**src/rtl/page_map_ctl.sv**
```systemverilog
// ---------------------------------------------------------------------------
// page_map_ctl
//
// Command sequencer in front of the page_map block. The host queues map-edit
// commands (NOP / ADD / REMOVE / CLEAR) through a valid/ready handshake into a
// small FIFO. The sequencer pops one command at a time, drives page_map with a
// single-cycle op pulse, follows page_map's valid low/high busy window and then
// pulses done. CLEAR becomes two removals, (0,255) then (255,1), because a
// single 8-bit size cannot cover all 256 pages.
//
// Parameters
//   DEPTH    command FIFO entries, power of two in 2..16
//   TIMEOUT  cycles allowed in each wait state before err is flagged
//
// Optional feature
//   PAGE_MAP_CTL_TIMEOUT_EN  when defined, a watchdog runs in WAIT_LOW and
//   WAIT_HIGH; on expiry err is set, done is pulsed and the command (including
//   any remaining CLEAR phase) is abandoned. When undefined no counter is built,
//   err is tied low and the sequencer waits indefinitely.
//
// Ports
//   clk200     in   main clock
//   a8_rst     in   synchronous reset, active-high
//   cmd_valid  in   host command present
//   cmd_ready  out  command will be accepted this cycle
//   cmd_kind   in   [1:0] 0 = NOP, 1 = ADD, 2 = REMOVE, 3 = CLEAR
//   cmd_from   in   [7:0] first page
//   cmd_size   in   [7:0] number of pages
//   pm_op      out  [1:0] op to page_map, OP_NONE except for one-cycle pulses
//   pm_from    out  [7:0] from to page_map (registered, held between issues)
//   pm_size    out  [7:0] size to page_map (registered, held between issues)
//   pm_valid   in   valid from page_map (low while it is working)
//   busy       out  FIFO non-empty or sequencer not idle
//   done       out  one-cycle pulse when a host command completes
//   err        out  sticky timeout flag, cleared only by reset
// ---------------------------------------------------------------------------
module page_map_ctl #(
  parameter int DEPTH   = 4,
  parameter int TIMEOUT = 16
) (
  input  logic       clk200,
  input  logic       a8_rst,
  input  logic       cmd_valid,
  output logic       cmd_ready,
  input  logic [1:0] cmd_kind,
  input  logic [7:0] cmd_from,
  input  logic [7:0] cmd_size,
  output logic [1:0] pm_op,
  output logic [7:0] pm_from,
  output logic [7:0] pm_size,
  input  logic       pm_valid,
  output logic       busy,
  output logic       done,
  output logic       err
);

  // page_map op encodings (must match the OP_* values page_map decodes)
  localparam logic [1:0] OP_NONE   = 2'd0;
  localparam logic [1:0] OP_ADD    = 2'd1;
  localparam logic [1:0] OP_REMOVE = 2'd2;

  // Host command kinds
  localparam logic [1:0] KIND_NOP    = 2'd0;
  localparam logic [1:0] KIND_ADD    = 2'd1;
  localparam logic [1:0] KIND_REMOVE = 2'd2;
  localparam logic [1:0] KIND_CLEAR  = 2'd3;

  localparam int AW = $clog2(DEPTH);
  localparam int PW = AW + 1;

  typedef enum logic [2:0] {
    IDLE,
    ISSUE,
    WAIT_LOW,
    WAIT_HIGH,
    NEXT
  } state_t;

  state_t state;

  // ------------------------------------------------------------------------
  // Command FIFO
  // ------------------------------------------------------------------------
  logic [1:0]    mem_kind [DEPTH];
  logic [7:0]    mem_from [DEPTH];
  logic [7:0]    mem_size [DEPTH];

  logic [PW-1:0] wr_ptr;
  logic [PW-1:0] rd_ptr;
  logic [AW-1:0] wr_addr;
  logic [AW-1:0] rd_addr;
  logic          full;
  logic          empty;
  logic          push;
  logic          pop;

  logic [1:0]    head_kind;
  logic [7:0]    head_from;
  logic [7:0]    head_size;

  assign wr_addr = wr_ptr[AW-1:0];
  assign rd_addr = rd_ptr[AW-1:0];

  // Pointers carry one extra wrap bit: equal addresses with differing wrap
  // bits means full, identical pointers means empty.
  assign full  = (wr_ptr[AW] != rd_ptr[AW]) && (wr_addr == rd_addr);
  assign empty = (wr_ptr == rd_ptr);

  // The head is taken only when page_map reports it is ready for a new op.
  assign pop = (state == IDLE) && !empty && pm_valid;

  // A pop in the same cycle frees a slot, so a full FIFO may still take a
  // command then; otherwise a full FIFO refuses it.
  assign cmd_ready = !full || pop;
  assign push      = cmd_valid && cmd_ready;

  assign head_kind = mem_kind[rd_addr];
  assign head_from = mem_from[rd_addr];
  assign head_size = mem_size[rd_addr];

  assign busy = !empty || (state != IDLE);

  // FIFO storage needs no reset; only the pointers define its contents.
  always_ff @(posedge clk200) begin
    if (push) begin
      mem_kind[wr_addr] <= cmd_kind;
      mem_from[wr_addr] <= cmd_from;
      mem_size[wr_addr] <= cmd_size;
    end
  end

  // Pointer update; a simultaneous push and pop simply advance both.
  always_ff @(posedge clk200) begin
    if (a8_rst) begin
      wr_ptr <= '0;
      rd_ptr <= '0;
    end else begin
      if (push) begin
        wr_ptr <= wr_ptr + PW'(1);
      end
      if (pop) begin
        rd_ptr <= rd_ptr + PW'(1);
      end
    end
  end

  // ------------------------------------------------------------------------
  // Op selection: maps a command kind and CLEAR phase onto the page_map op,
  // from and size, packed as {op, from, size}.
  // ------------------------------------------------------------------------
  function automatic logic [17:0] op_for(input logic [1:0] k,
                                         input logic [7:0] f,
                                         input logic [7:0] s,
                                         input logic       ph);
    case (k)
      KIND_ADD:    op_for = {OP_ADD, f, s};
      KIND_REMOVE: op_for = {OP_REMOVE, f, s};
      KIND_CLEAR:  op_for = ph ? {OP_REMOVE, 8'd255, 8'd1}
                               : {OP_REMOVE, 8'd0, 8'd255};
      default:     op_for = {OP_NONE, 8'd0, 8'd0};
    endcase
  endfunction

  // ------------------------------------------------------------------------
  // Wait-state watchdog
  // ------------------------------------------------------------------------
  logic timed_out;

`ifdef PAGE_MAP_CTL_TIMEOUT_EN
  localparam int CW = $clog2(TIMEOUT + 1);

  logic [CW-1:0] wait_cnt;
  logic          waiting;
  logic          err_q;

  // Still waiting means in a wait state whose exit condition is not met yet.
  assign waiting   = ((state == WAIT_LOW)  &&  pm_valid) ||
                     ((state == WAIT_HIGH) && !pm_valid);
  assign timed_out = waiting && (wait_cnt == CW'(TIMEOUT - 1));
  assign err       = err_q;

  // The count restarts from zero whenever a wait state is (re)entered,
  // because it is cleared in every cycle that is not a continued wait.
  always_ff @(posedge clk200) begin
    if (a8_rst) begin
      wait_cnt <= '0;
      err_q    <= 1'b0;
    end else begin
      if (waiting && !timed_out) begin
        wait_cnt <= wait_cnt + CW'(1);
      end else begin
        wait_cnt <= '0;
      end
      if (timed_out) begin
        err_q <= 1'b1;
      end
    end
  end
`else
  logic unused_timeout;

  // No watchdog in this build: waits are unbounded and err never rises.
  assign timed_out      = 1'b0;
  assign err            = 1'b0;
  assign unused_timeout = (TIMEOUT > 0);
`endif

  // ------------------------------------------------------------------------
  // Sequencer. pm_op, pm_from and pm_size are loaded on the transition into
  // ISSUE so the op pulse coincides with the ISSUE cycle; done is raised on
  // the transition into the completing cycle so it is a registered pulse.
  // ------------------------------------------------------------------------
  logic [1:0] work_kind;
  logic [7:0] work_from;
  logic [7:0] work_size;
  logic       work_phase;

  always_ff @(posedge clk200) begin
    if (a8_rst) begin
      state      <= IDLE;
      work_kind  <= KIND_NOP;
      work_from  <= 8'd0;
      work_size  <= 8'd0;
      work_phase <= 1'b0;
      pm_op      <= OP_NONE;
      pm_from    <= 8'd0;
      pm_size    <= 8'd0;
      done       <= 1'b0;
    end else begin
      pm_op <= OP_NONE;
      done  <= 1'b0;

      case (state)
        IDLE: begin
          if (pop) begin
            work_kind  <= head_kind;
            work_from  <= head_from;
            work_size  <= head_size;
            work_phase <= 1'b0;
            // Commands that touch no pages complete without involving page_map.
            if ((head_kind == KIND_NOP) ||
                ((head_kind != KIND_CLEAR) && (head_size == 8'd0))) begin
              done <= 1'b1;
            end else begin
              state                     <= ISSUE;
              {pm_op, pm_from, pm_size} <= op_for(head_kind, head_from,
                                                  head_size, 1'b0);
            end
          end
        end

        ISSUE: begin
          state <= WAIT_LOW;
        end

        WAIT_LOW: begin
          if (!pm_valid) begin
            state <= WAIT_HIGH;
          end else if (timed_out) begin
            state <= IDLE;
            done  <= 1'b1;
          end
        end

        WAIT_HIGH: begin
          if (pm_valid) begin
            state <= NEXT;
            // The first CLEAR phase is not a completion; phase 1 still follows.
            if (!((work_kind == KIND_CLEAR) && !work_phase)) begin
              done <= 1'b1;
            end
          end else if (timed_out) begin
            state <= IDLE;
            done  <= 1'b1;
          end
        end

        NEXT: begin
          if ((work_kind == KIND_CLEAR) && !work_phase) begin
            work_phase                <= 1'b1;
            state                     <= ISSUE;
            {pm_op, pm_from, pm_size} <= op_for(work_kind, work_from,
                                                work_size, 1'b1);
          end else begin
            state <= IDLE;
          end
        end

        default: begin
          state <= IDLE;
        end
      endcase
    end
  end

endmodule

```
**config.mk**
```make
export PLATFORM = sky130hd
export DESIGN_NAME = page_map_ctl
export DESIGN_NICKNAME = d
export VERILOG_FILES = /design/src/rtl/page_map_ctl.sv
export SDC_FILE = /design/constraint.sdc
export NUM_CORES = 1
export LEC_CHECK = 0
export BUFFER_PORTS_ARGS = -buffer_cell sky130_fd_sc_hd__buf_2
export CORE_ASPECT_RATIO = 0.5
export CORE_UTILIZATION = 50
export CTS_BUF_LIST = sky130_fd_sc_hd__clkbuf_2
export DETAILED_ROUTE_END_ITERATION = 16
export PLACE_DENSITY = 0.8
export SLEW_MARGIN = 5
export SYNTH_ARGS = -nofsm -noshare
export SYNTH_HDL_FRONTEND = slang
export SYNTH_SLANG_ARGS = --single-unit
```
**constraint.sdc**
```tcl
create_clock -name clk200 -period 4.9 [get_ports clk200]
set_input_delay 0.245 -clock clk200 [delete_from_list [all_inputs] [get_ports clk200]]
set_output_delay 0.245 -clock clk200 [all_outputs]
set_load 0.02 [all_outputs]
```
# ---- Yosys cells after proc, flatten, opt, wreduce, memory -nomap -nowiden
# Memories as Yosys holds them, arrays and structs flattened. A register that Yosys moved wholly into a read port is not among the register bits.
# Cells that the tools add are included.
dict set report totals {
  register_bits 47
  latch_bits 0
  ramBits 72
  romBits 0
  input_bits 22
  output_inout_bits 22
  word_cells 92
  n_memories 3
}
# name words width rd rd_clocked_by_memory_dff write_ports line
set memory_table {}
lappend memory_table {mem_from 4 8 1 1 1 85} ;# logic [7:0] mem_from [DEPTH];
lappend memory_table {mem_size 4 8 1 1 1 86} ;# logic [7:0] mem_size [DEPTH];
lappend memory_table {mem_kind 4 2 1 1 1 84} ;# logic [1:0] mem_kind [DEPTH];
dict set report op_classes {
  add_sub_neg 2
  multipliers 0
  n_div 0
  order_cmp 0
  n_eq_ne 19
  shift 0
  mux 36
  bitwise_logic 0
  n_reduce_logical 21
}
# operator n
set op_table {}
lappend op_table {{one-hot mux 18 bit (3 select lines)} 2}
lappend op_table {{two-way mux 8 bit} 6}
lappend op_table {{one-hot mux 8 bit (2 select lines)} 2}
lappend op_table {{two-way mux 2 bit} 9}
lappend op_table {{one-hot mux 3 bit (5 select lines)} 1}
lappend op_table {{two-way mux 3 bit} 4}
lappend op_table {{inequality test 2 bit (second input constant)} 6}
lappend op_table {{two-way mux 1 bit} 9}
lappend op_table {{== test 2 bit (second input constant)} 4}
lappend op_table {{zero test 8 bit} 1}
lappend op_table {{AND reduction 4 bit} 2}
lappend op_table {{adder 3 x 1 -> 3 bit (second input constant)} 2}
lappend op_table {{== test 3 x 2 -> 1 bit (second input constant)} 2}
lappend op_table {{logical AND 1 bit} 6}
lappend op_table {{== test 2 x 1 -> 1 bit (second input constant)} 2}
lappend op_table {{one-hot mux 1 bit (2 select lines)} 2}
lappend op_table {{one-hot mux 2 bit (2 select lines)} 1}
lappend op_table {{== test 3 x 1 -> 1 bit (second input constant)} 1}
lappend op_table {{== test 3 bit} 1}
lappend op_table {{== test 3 bit (second input constant)} 1}
lappend op_table {{zero test 1 bit} 3}
lappend op_table {{zero test 3 bit} 1}
lappend op_table {{logical OR 1 bit} 3}
lappend op_table {{AND reduction 3 bit} 1}
lappend op_table {{6 further kinds} 6}

# ---- Longest topological paths before layout
# Gate-level depths: netlist of the first run.
dict set report logic_depth {
  word_depth 8
  ltp_mapped 9
  depth_no_buf 5
}

# ---- Worst setup path before layout of the first run
# Ideal clock, no wire load.
dict set report synth_timing {
  kind {reg2reg}
  from {register state[1]}
  to {memory mem_from[3][0], enable pin}
  setup_time_ps 378
  t_arrival_ps 1992
  required_ps 4522
  setup_slack_ps 2530
  path_stages_with_launch 4
  path_buffers 0
  synth_period_minus_slack_ps 2370
  path_cell_list {dfxtp_1 or3_1 o2111ai_1 and3_1}
}
dict set report synth_between {
  elab_chain_cells 7
}
# item line
set synth_rtl {}
lappend synth_rtl {{start: declaration} 79} ;# state_t state;
lappend synth_rtl {{start signal: assignment} 220} ;# state <= IDLE;
lappend synth_rtl {{start signal: assignment} 245} ;# state <= ISSUE;
lappend synth_rtl {{start signal: assignment} 253} ;# state <= WAIT_LOW;
lappend synth_rtl {{zero test 3 bit} 110} ;# assign pop = (state == IDLE) && !empty && pm_valid;
lappend synth_rtl {{logical AND 1 bit (2 in series)} 110}
lappend synth_rtl {{logical OR 1 bit} 114} ;# assign cmd_ready = !full || pop;
lappend synth_rtl {{named net cmd_ready} 44} ;# output logic cmd_ready,
lappend synth_rtl {{logical AND 1 bit} 115} ;# assign push = cmd_valid && cmd_ready;
lappend synth_rtl {{two-way mux 1 bit} 125} ;# if (push) begin
lappend synth_rtl {{two-way mux 1 bit (not written as such)} 127} ;# mem_from[wr_addr] <= cmd_from;
lappend synth_rtl {{end: declaration} 85}
# The timed path passes the listed nets, and every way through them passes these cells.

==> impl_results.md, run 1 <==
- Bufs on Longest Clock Path: 2
- Ys async rst share: 0%
- Post-synthesis area per instance: roughly 14 um^2
- CP max stage delay: approximately 0.93 ns
- Multiplexer share of the synthesized area: just over 10%
- Ys flop type: edfxtp_1
- Core area: 8828 um^2
- Final setup margin: 2.084 ns
- DP Wirelength: roughly 6100 um
- Gp weighted congestion: 0.8536
- Register area share after synthesis: about two thirds
- Tcrit/Tclk final: a little under three fifths
- EDFF count, synth: approximately 70
- Power density over cell area: about 450 nW/um^2
- Hold violation total from the final report: 0
- RSZ-0062 raised after global routing: false
- Register-to-register setup slack: ~2.1 ns
- Most numerous cell in the Yosys netlist: edfxtp_1
- Worst setup SP type: flop
- Die Wd: approximately 140 um
- Initial cell density of the core: about 52%
- P&R area growth vs syn: 15.64%
- Post-CTS Setup Bufs: 0
- Syn nets: about 350
- Crit path to: pm_from[2]
- Share of the synthesized area in the top cell type: 47.01%
- CTS Buf Count: 17
- Die Footprint: between 9000 and 10000 um^2
- Status: finished, final reports clean
- CTS tree: yes
- WL/cell: 17.85 um
- Buf+Inv Stages, Crit Path: 0
- Worst reg2reg path depth: 5
- Via density: between 5 and 6
- Final worst path period need: roughly 2.8 ns
- Pins Over Slew Limit: 0
- Max Clk Rate: around 360 MHz
- Flops & latches, synth: 113
- CP cell instances: mux4_2 > nor4_2 > nand4_1 > and2_4 > a211oi_2
- Synth area leaders: edfxtp_1 (47%), dfxtp_1 (18%), mux4_2 (9.3%), a21oi_1 (4.5%), a211oi_2 (2.2%)
- Static Leak: 0.001858 uW
- Share of cells above drive strength 1: 26.18%
- Final setup fails: 0
- Distinct cells, synth: 40
- Vias in the first global route: around 2900
- Grt total ovfl: 0
- Later-pin clock latency in the skew report: between 0.6 and 0.7 ns
- Synth Area in XOR/XNOR: roughly 2.3%
- Post-synthesis adder-cell area fraction: approximately 1.4%
- Area share of and/or/nand/nor cells after synthesis: about 8.5%
- All-Layer GR Usage: between 20% and 30%
- First-pass iteration count of the detailed router: 5
- Number of nets in the layout: approximately 420
- MaxCap Viol Count: 0
- Required time of the critical path: roughly 5.4 ns
- Rows: 24
- Final non-filler cell total: 518
- Htree depth: 4
- Placed cells: 467
- Worst slack, placed: ~2.2 ns
- Io pins: 44
- Initial DRC Count: ~360
- Mapped cell area: 4599 um^2
- Inserted Diodes: 0
- Crit-path leading delay family: simple AND/OR/NAND/NOR gates
- Slowest-stage cell, CP: dfxtp_1
- Setup TNS: 0 ns
- Clock root buffer: clkbuf_2
- Ys Warns: 0
- Critical path data arrival time: ~3.4 ns
- Post-route DRC: 0
- Largest net degree at the start of global routing: slightly above 40
- Synth Area in Compound Gates: approximately 9.8%
- Crit Path Category: reg -> reg
- Synth Instances: about 330
- Detailed-route via count: 2869
- Max IR drop VDD: slightly above 0.2 mV
- Tightest Pin Transition: between 1 and 1.5 ns
- Max FO, Critical Path: 19
- Total wire length: between 9000 and 10000 um
- CP Depth: 5
- Synth cell count leaders: edfxtp_1 (72), a21oi_1 (41), dfxtp_1 (41), nand2_1 (25), nor2_1 (21)
- First-pass GRT wire length: 14540 um
- Cell accounting for the most synthesized area: edfxtp_1
- Largest family of logic cells by synthesized area: multiplexers
- TritonCTS Sinks: between 100 and 150
- Setup crit end kind: flop
- Core Util, Final: 60.25%
- IO Port Bufs: 42
- Die height: approximately 70 um
- Hold Crit Class: in -> reg
- Clock Pin Slew Worst Setup and Hold Paths: about 0.17 ns
- Relative slew slack: a little under a third
- Worst Clk Skew: 0.02301 ns
- Initial antenna violation count: 0
- Reg-to-Reg End: pm_from[2]
- Antenna viol nets, final: 0
report_power, final:
part           switching, uW  internal [uW]  leakage [uW]  total [uW]
sequential              59.0           1100      0.000995        1160
combinational            320            221      0.000709         541
clock                    338            331      0.000155         669
cell type report:
type                       instances  area [um^2]
timing repair buffer              64        425.4
clock inverter                    12        166.4
sequential                       113         2983
inverter                           3        11.26
multi-input combinational        190         1491
clock buffer                      19        95.09
tap                              117        146.4
fill                             683         3510
layer usage:
metal	vias to the layer above	track usage, %	share of wire, %
li1	1354	-	-
met1	1405	29.02	46
met5	-	0	0
met3	10	8.114	8.0
met2	100	30.71	45
met4	0	5.983	0.98
how the worst min path moves through the flow:
stage / startpoint / endpoint / slack [ns] / cells after the start
CTS: a8_rst / wr_ptr[1] / 0.11 / 2
global placement: work_from[5] / work_from[5] / 0.44 / 2
global route: a8_rst / rd_ptr[2] / 0.12 / 2
floorplan: cmd_from[0] / mem_from[0][0] / 0.34 / 0
detailed placement: work_from[1] / work_from[1] / 0.45 / 2
finish: a8_rst / rd_ptr[2] / 0.16 / 2
layout by cell type, fill, tap and decap left out, types with 3 or more instances in the layout:
cell / instances
edfxtp_1: 72
buf_2: 42
a21oi_1: 41
dfxtp_1: 41
nand2_1: 25
nor2_1: 21
dlygate4sd3_1: 20
mux4_2: 19
clkbuf_2: 19
xnor2_1: 10
o21ai_0: 9
a211oi_2: 8
nand2b_1: 7
and3_1: 5
mux2i_1: 5
ha_1: 5
nor3_1: 4
nand3_1: 4
bufinv_16: 4
inv_1: 3
o21ai_1: 3
clkinv_2: 3
cells by family (layout without fill, tap and decap cells):
family	Yosys count	in the layout
compound gates	69	69
simple gates	79	79
buf+inv	23	98
xor+xnor	12	12
mux	24	24
fa+ha+maj	5	5
other cells	1	1
flops	113	113
per-stage QoR:
step	instance area [um^2]	hold WS [ns]	total power, uW
after floorplan	4599	0.3439	1575
after global placement	4857	0.4413	1684
after detailed placement	4857	0.4528	1702
after CTS	5319	0.1082	2376
after global routing	5319	0.1195	2475
final	5319	0.1632	2370
what timing repair did:
item | CTS | global route
endpoints found under the hold margin | 76 | 0
resized for setup | 0 | 0
hold buffers | 20 | 0
sequential cells by signal (all words and copies together) (netlist names), named ones only:
| name | cells |
|---|---|
| mem_from | 32 |
| mem_size | 32 |
| mem_kind | 8 |
| pm_from | 8 |
| pm_size | 8 |
| work_from | 8 |
| rd_ptr | 3 |
| state | 3 |
| wr_ptr | 3 |
| pm_op | 2 |
| work_kind | 2 |
| done | 1 |
| work_phase | 1 |
No activity file was read; power rests on OpenSTA's default activity.
==> run 2: changes to the inputs <==
==> constraint.sdc (replaced) <==
create_clock -name clk200 -period 2.8 [get_ports clk200]
set_input_delay 0.14 -clock clk200 [delete_from_list [all_inputs] [get_ports clk200]]
set_output_delay 0.14 -clock clk200 [all_outputs]
set_load 0.02 [all_outputs]
==> run 2 against run 1 <==
Maximum frequency increased by 17%. Global-route usage is 0.52 points higher. Total power up 65%. Largest cell class unchanged. Largest power group unchanged. Highest routed layer unchanged.
==> impl_results.md, run 2 (same netlist as run 1, synthesis figures left out) <==
- Most common cell after layout, fill and taps aside: edfxtp_1
- Share of cells above drive strength 1: 27.38% (+1.2 points)
- Hold Crit Class: in -> reg
- Most frequent cells in the layout: edfxtp_1 (72), buf_2 (42), a21oi_1 (41), dfxtp_1 (41), nand2_1 (25)
- Io pins: 44 (unchanged)
- Static Leak: 0.001868 uW (+0.53%)
- Setup TNS: 0 ns (unchanged)
- Post-route DRC: 0 (unchanged)
- Grt total ovfl: 0 (unchanged)
- Initial DRC Count: 382 (+7.6%)
- Worst reg2reg path depth: 5 (unchanged)
- Via density: 5.668 (+2.3%)
- Die height: 69.82 um (unchanged)
- Required time of the critical path: 3.37 ns (-2.07 ns)
- Number of nets in the layout: 424 (+1.9%)
- Initial cell density of the core: 52.10% (unchanged)
- Final worst path period need: 2.404 ns (-0.4122 ns)
- Largest net degree at the start of global routing: 41 (unchanged)
- Detailed-route via count: 2987 (+4.1%)
- CTS tree: yes
- Bufs on Longest Clock Path: 2 (unchanged)
- Max Clk Rate: 416.0 MHz (+17%)
- Clock root buffer: clkbuf_2
- Post-cts repair resize count: 0 (unchanged)
- Gp weighted congestion: 0.8996 (+5.4%)
- Vias in the first global route: 2899 (+1.3%)
- Rows: 24 (unchanged)
- WL/cell: 17.77 um (-0.41%)
- Status: finished, final reports clean
- Max IR drop VDD: 0.2810 mV (+37%)
- Pins Over Slew Limit: 0 (unchanged)
- Max FO, Critical Path: 15 (-4)
- Tcrit/Tclk final: 85.86% (+28 points)
- Setup crit end kind: flop
- RSZ-0062 raised after global routing: false
- First-pass GRT wire length: 14810 um (+1.9%)
- Tightest Pin Transition: 0.8443 ns (-0.1765 ns)
- Total wire length: 9366 um (+1.3%)
- Registers with the most flip-flops: mem_from: 32 flops, mem_size: 32 flops
- DP Wirelength: 6270 um (+3.4%)
- TritonCTS Sinks: 113 (unchanged)
- Cell depth of the worst hold path: 2 (unchanged)
- Initial antenna violation count: 1 (+1)
- Final setup fails: 0 (unchanged)
- Core area: 8828 um^2 (unchanged)
- MaxCap Viol Count: 0 (unchanged)
- Worst Clk Skew: 0.02576 ns (+0.002757 ns)
- Clock Pin Slew Worst Setup and Hold Paths: 0.15 ns (-0.02 ns)
- First-pass iteration count of the detailed router: 5 (unchanged)
- Htree depth: 4 (unchanged)
- Critical path data arrival time: 2.98 ns (-0.37 ns)
- Die Footprint: 9610 um^2 (unchanged)
- All-Layer GR Usage: 21.50% (+0.52 points)
- Antenna viol nets, final: 0 (unchanged)
- Core Util, Final: 60.18% (-0.071 points)
- Power density over cell area: 734.0 nW/um^2 (+65%)
- Die Wd: 137.6 um (unchanged)
- Relative slew slack: 43.12% (+11 points)
- Later-pin clock latency in the skew report: 0.65 ns (+0.02 ns)
- Hold violation total from the final report: 0 (unchanged)
- Crit Path Category: reg -> reg
- IO Port Bufs: 42 (unchanged)
- CTS Buf Count: 17 (unchanged)
- P&R area growth vs syn: 15.51%
- Worst setup SP type: flop
-- run 2: metal layers --
layer  track usage, %  part of all wire, %  up-vias
met5                0                    0        -
li1                 -                    -     1371
met1            28.79                   43     1465
met4            9.646                  1.5        0
met3            7.456                  9.8       14
met2            31.60                   46      137
-- run 2: area by class of cell --
type                            instances  area [um^2]
Tap cell                              117        146.4
Inverter                                3        11.26
Sequential cell                       113         2983
Antenna cell                            1        2.502
Timing Repair Buffer                   72        488.0
Fill cell                             697         3516
Clock buffer                           19        95.09
Multi-Input combinational cell        190         1491
Clock inverter                         12        95.09
-- run 2: path summary, 6_finish.rpt --
check / from / endpoint / slack, ns
setup / recovery: state[2] / pm_size[4] / 0.40
hold / removal: cmd_from[1] / mem_from[0][1] / 0.22
setup reg to reg: state[2] / pm_size[4] / 0.40
hold reg to reg: work_from[5] / work_from[5] / 0.47
-- run 2: through the flow --
step / cells / power, uW / hold WS [ns] / area, um^2 / setup WS [ns]
2_1_floorplan: 326 / 2757 / 0.2389 / 4599 / 0.4305
3_3_place_gp: 474 / 2964 / 0.3502 / 4910 / 0.4960
3_5_place_dp: 474 / 3004 / 0.3563 / 4910 / 0.4363
4_1_cts: 526 / 3917 / 0.1628 / 5310 / 0.4006
5_1_grt: 527 / 4092 / 0.1570 / 5313 / 0.1801
6_report: 527 / 3899 / 0.2236 / 5313 / 0.3960
-- run 2: critical path, stage by stage, from the launching register on --
cell       delay, ns
dfxtp_1         0.48
or3b_1          0.40
nor3_1          0.41
a2bb2oi_2       0.44
and2_4          0.39
mux2i_1         0.22
-- run 2: what timing repair did --
item | CTS | global route
hold endpoints to repair | 83 | 0
hold buffers | 21 | 0
endpoints found under the setup margin | 0 | 0
buffers inserted | 0 | 0
-- run 2: power breakdown --
part / internal, uW / total (uW) / switching, uW
Sequential: 1930 / 2030 / 100
Clock: 309 / 897 / 588
Combinational: 402 / 976 / 575
Total: 2640 / 3900 / 1260
